## src/rtl/gb_pkg.sv

```systemverilog
// -----------------------------------------------------------------------------
// gb_pkg
//   Shared GameBoy definitions used by the timer block.
//   Contents:
//     timer_reg_t    - register offsets inside the FF04-FF07 window
//     tac_clk_t      - TAC[1:0] input clock selections
//     timer_state_t  - overflow/reload FSM states
//     TMR_BUS_IDLE   - read value when the timer is not selected
//     TMR_TAC_PAD    - constant upper bits returned on a TAC read
//     tac_tap_index  - maps a clock select to the system counter tap bit
// -----------------------------------------------------------------------------
package gb_pkg;

    typedef enum logic [1:0] {
        TMR_DIV  = 2'd0,
        TMR_TIMA = 2'd1,
        TMR_TMA  = 2'd2,
        TMR_TAC  = 2'd3
    } timer_reg_t;

    // Names give the resulting TIMA tick rate at a 4.194304 MHz clock.
    typedef enum logic [1:0] {
        TAC_4K   = 2'd0,
        TAC_262K = 2'd1,
        TAC_65K  = 2'd2,
        TAC_16K  = 2'd3
    } tac_clk_t;

    typedef enum logic [1:0] {
        TMR_RUN    = 2'd0,
        TMR_OVF    = 2'd1,
        TMR_RELOAD = 2'd2
    } timer_state_t;

    localparam logic [7:0] TMR_BUS_IDLE = 8'hFF;
    localparam logic [4:0] TMR_TAC_PAD  = 5'b11111;

    // System counter bit whose falling edge advances TIMA.
    function automatic int tac_tap_index(input tac_clk_t sel);
        int idx;
        case (sel)
            TAC_4K:   idx = 9;
            TAC_262K: idx = 3;
            TAC_65K:  idx = 5;
            TAC_16K:  idx = 7;
            default:  idx = 9;
        endcase
        return idx;
    endfunction

endpackage

```

## src/rtl/timer_unit_tick_gen.sv

```systemverilog
// -----------------------------------------------------------------------------
// timer_tick_gen
//   Free-running system counter (DIV source), TAC tap selection and the
//   falling-edge detector that produces the TIMA increment strobe.
//   Ports:
//     clk_i       system clock, rising edge
//     rst_ni      asynchronous active-low reset
//     div_clr_i   clear the system counter (bus write to DIV)
//     tac_en_i    TAC[2], timer enable
//     tac_clk_i   TAC[1:0], tap selection
//     tick_o      one-cycle strobe: tick_in fell since the previous cycle
//     div_o       upper 8 bits of the system counter
// -----------------------------------------------------------------------------
module timer_tick_gen
    import gb_pkg::*;
#(
    parameter int SYS_W = 16
) (
    input  logic       clk_i,
    input  logic       rst_ni,
    input  logic       div_clr_i,
    input  logic       tac_en_i,
    input  tac_clk_t   tac_clk_i,
    output logic       tick_o,
    output logic [7:0] div_o
);

    logic [SYS_W-1:0] sys_cnt_q, sys_cnt_d;
    logic             tick_prev_q, tick_prev_d;
    logic             tap;
    logic             tick_in;

    // Tap comes from the registered counter, so a DIV write in this cycle
    // does not disturb the current edge evaluation; the cleared counter is
    // seen next cycle, which is what yields the DIV-write glitch tick.
    always_comb begin
        case (tac_clk_i)
            TAC_4K:   tap = sys_cnt_q[9];
            TAC_262K: tap = sys_cnt_q[3];
            TAC_65K:  tap = sys_cnt_q[5];
            TAC_16K:  tap = sys_cnt_q[7];
            default:  tap = sys_cnt_q[9];
        endcase
    end

    assign tick_in = tac_en_i & tap;

    // A TAC change that drops tick_in also reads as a falling edge here.
    assign tick_o = tick_prev_q & ~tick_in;

    always_comb begin
        sys_cnt_d   = div_clr_i ? '0 : sys_cnt_q + 1'b1;
        tick_prev_d = tick_in;
    end

    always_ff @(posedge clk_i or negedge rst_ni) begin
        if (!rst_ni) begin
            sys_cnt_q   <= '0;
            tick_prev_q <= 1'b0;
        end else begin
            sys_cnt_q   <= sys_cnt_d;
            tick_prev_q <= tick_prev_d;
        end
    end

    assign div_o = sys_cnt_q[SYS_W-1 -: 8];

endmodule

```

## src/rtl/timer_unit.sv

```systemverilog
// -----------------------------------------------------------------------------
// timer_unit
//   GameBoy DIV/TIMA/TMA/TAC timer mapped at FF04-FF07.
//   Holds the register file, the overflow/reload FSM and the bus read mux;
//   counter and tick generation live in timer_tick_gen.
//   Ports:
//     clk        system clock (one T-cycle), rising edge
//     rst        asynchronous active-low reset
//     sel        bus access targets FF04-FF07 this cycle
//     addr       register offset (DIV, TIMA, TMA, TAC)
//     we         write strobe, qualified by sel
//     wdata      write data
//     rdata      combinational read data, 8'hFF when not selected
//     timer_irq  one-cycle interrupt request (IF bit 2)
//     state_dbg  current FSM state, for observation only
//   Bus handshake: there is no stall. A cycle with sel=1 is a complete access;
//   with we=1 the write commits on that rising edge, with we=0 rdata is valid
//   combinationally during that cycle.
// -----------------------------------------------------------------------------
module timer_unit
    import gb_pkg::*;
#(
    parameter int SYS_W     = 16,
    parameter int OVF_DELAY = 4
) (
    input  logic         clk,
    input  logic         rst,
    input  logic         sel,
    input  logic [1:0]   addr,
    input  logic         we,
    input  logic [7:0]   wdata,
    output logic [7:0]   rdata,
    output logic         timer_irq,
    output timer_state_t state_dbg
);

    localparam int OVF_CNT_W = (OVF_DELAY > 1) ? $clog2(OVF_DELAY) : 1;
    localparam logic [OVF_CNT_W-1:0] OVF_LOAD = OVF_CNT_W'(OVF_DELAY - 1);

    timer_state_t         state_q, state_d;
    logic [7:0]           tima_q, tima_d;
    logic [7:0]           tma_q, tma_d;
    logic [2:0]           tac_q, tac_d;
    logic [OVF_CNT_W-1:0] ovf_cnt_q, ovf_cnt_d;

    timer_reg_t reg_sel;
    logic       wr_div, wr_tima, wr_tma, wr_tac;
    logic       tick;
    logic [7:0] div_val;

    // -------------------------------------------------------------------------
    // Bus write decode
    // -------------------------------------------------------------------------
    assign reg_sel = timer_reg_t'(addr);
    assign wr_div  = sel & we & (reg_sel == TMR_DIV);
    assign wr_tima = sel & we & (reg_sel == TMR_TIMA);
    assign wr_tma  = sel & we & (reg_sel == TMR_TMA);
    assign wr_tac  = sel & we & (reg_sel == TMR_TAC);

    // -------------------------------------------------------------------------
    // Tick source
    // -------------------------------------------------------------------------
    timer_tick_gen #(
        .SYS_W (SYS_W)
    ) u_tick_gen (
        .clk_i     (clk),
        .rst_ni    (rst),
        .div_clr_i (wr_div),
        .tac_en_i  (tac_q[2]),
        .tac_clk_i (tac_clk_t'(tac_q[1:0])),
        .tick_o    (tick),
        .div_o     (div_val)
    );

    // -------------------------------------------------------------------------
    // FSM: state register
    // -------------------------------------------------------------------------
    always_ff @(posedge clk or negedge rst) begin
        if (!rst) begin
            state_q <= TMR_RUN;
        end else begin
            state_q <= state_d;
        end
    end

    // -------------------------------------------------------------------------
    // FSM: next state
    // -------------------------------------------------------------------------
    always_comb begin
        state_d = state_q;
        case (state_q)
            TMR_RUN: begin
                // A TIMA write swallows a same-cycle tick, so it also
                // prevents the overflow.
                if (!wr_tima && tick && (tima_q == 8'hFF)) begin
                    state_d = TMR_OVF;
                end
            end
            TMR_OVF: begin
                if (wr_tima) begin
                    state_d = TMR_RUN;
                end else if (ovf_cnt_q == '0) begin
                    state_d = TMR_RELOAD;
                end
            end
            TMR_RELOAD: begin
                state_d = TMR_RUN;
            end
            default: begin
                state_d = TMR_RUN;
            end
        endcase
    end

    // -------------------------------------------------------------------------
    // FSM: outputs
    // -------------------------------------------------------------------------
    always_comb begin
        timer_irq = (state_q == TMR_RELOAD);
        state_dbg = state_q;
    end

    // -------------------------------------------------------------------------
    // Register file next-state
    // -------------------------------------------------------------------------
    always_comb begin
        tima_d    = tima_q;
        tma_d     = tma_q;
        tac_d     = tac_q;
        ovf_cnt_d = ovf_cnt_q;

        if (wr_tma) begin
            tma_d = wdata;
        end
        if (wr_tac) begin
            tac_d = wdata[2:0];
        end

        case (state_q)
            TMR_RUN: begin
                if (wr_tima) begin
                    tima_d = wdata;
                end else if (tick) begin
                    if (tima_q == 8'hFF) begin
                        tima_d    = 8'h00;
                        ovf_cnt_d = OVF_LOAD;
                    end else begin
                        tima_d = tima_q + 8'd1;
                    end
                end
            end
            TMR_OVF: begin
                if (wr_tima) begin
                    tima_d = wdata;
                end else if (tick) begin
                    tima_d = tima_q + 8'd1;
                end
                if (ovf_cnt_q != '0) begin
                    ovf_cnt_d = ovf_cnt_q - 1'b1;
                end
            end
            TMR_RELOAD: begin
                // TIMA writes are ignored here; a TMA write lands in TIMA
                // too, as the reload sees the new value.
                tima_d = wr_tma ? wdata : tma_q;
            end
            default: begin
                tima_d = tima_q;
            end
        endcase
    end

    always_ff @(posedge clk or negedge rst) begin
        if (!rst) begin
            tima_q    <= 8'h00;
            tma_q     <= 8'h00;
            tac_q     <= 3'b000;
            ovf_cnt_q <= '0;
        end else begin
            tima_q    <= tima_d;
            tma_q     <= tma_d;
            tac_q     <= tac_d;
            ovf_cnt_q <= ovf_cnt_d;
        end
    end

    // -------------------------------------------------------------------------
    // Bus read mux
    // -------------------------------------------------------------------------
    always_comb begin
        rdata = TMR_BUS_IDLE;
        if (sel) begin
            case (reg_sel)
                TMR_DIV:  rdata = div_val;
                TMR_TIMA: rdata = tima_q;
                TMR_TMA:  rdata = tma_q;
                TMR_TAC:  rdata = {TMR_TAC_PAD, tac_q};
                default:  rdata = TMR_BUS_IDLE;
            endcase
        end
    end

endmodule

```

## config.mk

```make
export PLATFORM = sky130hd
export DESIGN_NAME = timer_unit
export DESIGN_NICKNAME = d
export VERILOG_FILES = /design/src/rtl/gb_pkg.sv /design/src/rtl/timer_unit_tick_gen.sv /design/src/rtl/timer_unit.sv
export SDC_FILE = /design/constraint.sdc
export NUM_CORES = 1
export LEC_CHECK = 0
export BUFFER_PORTS_ARGS = -buffer_cell sky130_fd_sc_hd__buf_4
export CAP_MARGIN = 10
export CELL_PAD_IN_SITES_DETAIL_PLACEMENT = 1
export CELL_PAD_IN_SITES_GLOBAL_PLACEMENT = 2
export CORE_ASPECT_RATIO = 1.4
export CORE_MARGIN = 10
export CORE_UTILIZATION = 40
export CTS_BUF_LIST = sky130_fd_sc_hd__clkbuf_4 sky130_fd_sc_hd__clkbuf_8 sky130_fd_sc_hd__clkbuf_16
export CTS_CLUSTER_DIAMETER = 40
export DETAILED_ROUTE_END_ITERATION = 10
export PLACE_DENSITY_LB_ADDON = 0.1
export SLEW_MARGIN = 25
export SYNTH_ARGS = -nofsm -noshare
export SYNTH_HDL_FRONTEND = slang
export SYNTH_SLANG_ARGS = --single-unit
```

## constraint.sdc

```tcl
create_clock -name clk -period 2.82 [get_ports clk]
set_input_delay 0.705 -clock clk [delete_from_list [all_inputs] [get_ports clk]]
set_output_delay 0.705 -clock clk [all_outputs]
set_load 0.01 [all_outputs]
```

==> qor.yml <==
detailed_routing:
  wl_per_cell_microns: 17.8
  ant_nets: 0
  num_vias: 1843
  wirelength_microns: 5860
  drc: 0
  drt_iter0_drc: 74
  firstDrtPassIters: 4
  via_per_inst: 5.58
power:
  switching_share: 0.338
  power_density_mw_per_mm2: 642
  total_power_mw: 1.73
  pwr-share-comb: 0.250
  p_clk_frac: 0.242
  power_switching_mw: 0.583
  intPower_mw: 1.14
  p_seq_frac: 0.507
  ir_drop_mv: 0.364
  p_leak_nw: 1.18
clock_tree:
  tritoncts: "built"
  hold_buffers: 0
  worst_skew_pair.late_latency_ns: 0.30
  cts_resized: 0
  cts_buffer_depth: 2
  postCtsSetupBuffers: 0
  cts-root-buf: "clkbuf_8"
  cts_buffers: 5
  clock-sinks: 40
  ctsHtreeMaxLevel: 2
  path_clk_slew_ns: 0.08
sta:
  finalMaxSlewViolations: 0
  period_minus_slack_ns: 2.46
  setup_tns_ns: 0
  whs_ns: 0.371
  timing.final.crit_share: 0.873
  tightest_slew_ns: 0.531
  setup_viol: 0
  fmax_ghz: 0.406
  rsz0062_at_grt: "false"
  fin_skew_ns: 0.00555
  slew_headroom: 0.646
  hold_violations: 0
floorplan:
  num_rows: 32
  dieArea_sq_mm: 0.00931
  start_util: 0.418
  die_x_microns: 84.5
  core_area_sq_mm: 0.00557
  die_y_microns: 110
  ios: 25
yosys:
  synth_area_leaders: "dfrtp_1, mux2_2, nor2_1, ha_1, nand2_1"
  synth_warnings: 0
  synth_seq_area_share: 0.430
  synth_seq_cells: 40
  async_flop_share: 1.00
  yosys.area.top_type: "dfrtp_1"
  synth_edf_count: 0
  syn_nets: 253
  syn_area_sq_mm: 0.00233
  ys_types: 44
  synth_top_cell_area_share: 0.430
  synth_cells: 233
  syn_avg_cell_area_sq_um: 9.99
  ys_dominant_reg_cell: "dfrtp_1"
global_routing:
  grt_max_degree: 41
  first_global_vias: 1950
  gr-total-overflow: 0
  grt_antenna_before_repair: 0
  grt_pass1_wl_microns: 10000
  grt_util_all_layers: 0.133
finish:
  fill_cells: 667
  antenna_cells: 0
  drive_gt1_frac: 0.218
  finalNonFillerCells: 330
  design_area_sq_mm: 0.00269
  areaGrowthSynthToFinish_pct: 15.5
  final_nets: 281
worst_setup_path:
  critical_path.endpoint_type: "output port"
  rr_worst_depth: 7
  crit_fanout: 14
  reg2reg_slack_ns: 0.80
  r2r_start: "state_dbg[1]$_DFFE_PN0P_"
  critPathArrivalTime_ns: 1.76
  criticalPathCategory: "primary input to output port"
  worstSetupStartpointType: "primary input"
  cp.required_ns: 2.12
  reg2reg_to: "tima_q[5]$_DFFE_PN0P_"
hold_path:
  hold_path.class: "primary input to asynchronous set/reset pin"
place:
  place_area_sq_mm: 0.00259
  numPlacedInstances: 322
  place_hpwl_microns: 4530
  portBuffers: 24
  gp_congestion: 0.788
run_status:
  status: "complete, no violations"
run:
  cap_viol_max_count: 0
[state kept, by name (all words and copies together) (netlist names)]
register and flops:
state_dbg 2, ovf_cnt_q 2, u_tick_gen.tick_prev_q 1, u_tick_gen.sys_cnt_q 16, tma_q 8, tima_q 8
tac_q 3
[cell usage in the layout (no fill, tap or decap), drive strengths merged, types with 2 or more instances in the layout]
cell	n
mux2i	4
ha	6
dfrtp	40
nand3	10
nor3	7
nor4	2
a221oi	5
mux4	3
nand2b	7
o22a	2
o22ai	10
and3	4
mux2	16
xnor2	5
a21oi	6
nor2	25
xor2	8
inv	9
nor2b	4
o21ai	14
nand2	19
a22o	2
nand4	5
o31ai	2
clkbuf	7
buf	27
nand4b	2
[power groups by stage]
stage / combinational (mW) / clock [mW] / sequential [mW]
2_1_floorplan: 0.324 / 0 / 0.825
3_3_place_gp: 0.428 / 0 / 0.886
3_5_place_dp: 0.441 / 0 / 0.887
4_1_cts: 0.442 / 0.439 / 0.876
5_1_grt: 0.493 / 0.462 / 0.900
6_report: 0.432 / 0.418 / 0.875
[worst max-delay path, stage by stage]
cell      delay [ns]
buf_4           0.18
mux4_1          0.57
nand2b_1        0.16
buf_4           0.14
[cell usage after synthesis, drive strengths merged, types with 2 or more instances]
cell type  instances
mux2              16
mux4               3
nand2             19
nor3               7
nand3             10
a22o               2
inv                9
a221oi             5
nor2              25
nand4b             2
xnor2              5
buf                3
clkbuf             3
o31ai              2
o21ai             14
ha                 6
o22a               2
nor2b              4
o22ai             10
a21oi              6
xor2               8
nand4              5
nor4               2
nand2b             7
mux2i              4
and3               4
dfrtp             40
[per-stage QoR]
stage / utilization / setup slack [ns]
floorplan: - / 0.388
global placement: 0.465 / 0.371
CTS: 0.483 / 0.356
global route: 0.483 / 0.299
detailed placement: 0.465 / 0.356
finish: 0.483 / 0.357
[per-layer routing]
| layer | track usage | wire [microns] | part of all wire |
|---|---|---|---|
| met4 | 0.0531 | 72 | 0.012 |
| met2 | 0.237 | 3190 | 0.54 |
| met5 | 0 | 0 | 0 |
| met3 | 0.0206 | 134 | 0.023 |
| met1 | 0.156 | 2470 | 0.42 |
[worst max path at each step]
stage | start | end | slack [ns] | cells past startpoint
4_1_cts | addr[0] | rdata[0] | 0.36 | 4
5_1_grt | addr[0] | rdata[0] | 0.30 | 4
3_3_place_gp | addr[0] | rdata[0] | 0.37 | 4
6_report | addr[0] | rdata[0] | 0.36 | 4
2_1_floorplan | addr[0] | rdata[2] | 0.39 | 3
3_5_place_dp | addr[0] | rdata[0] | 0.36 | 4
[layout make-up]
class	count	area (sq um)	share of cell area
clock buffers	7	90.1	0.0335
inverters	9	33.8	0.0126
clock inverters	1	7.51	0.00279
well taps	68	85.1	0.0317
multi-input cells	178	1270	0.472
flip-flops and latches	40	1000	0.372
repair buffers	27	203	0.0754
[kinds of logic (layout without fill, tap and decap cells)]
logic type / Yosys count / count (layout) / synth area share
simple gates: 90 / 90 / 0.198
compound gates: 46 / 46 / 0.140
flops: 40 / 40 / 0.430
mux: 23 / 23 / 0.125
buf+inv: 15 / 44 / 0.0253
xor+xnor: 13 / 13 / 0.0489
fa+ha+maj: 6 / 6 / 0.0323
(Power assumes the default switching activity.)
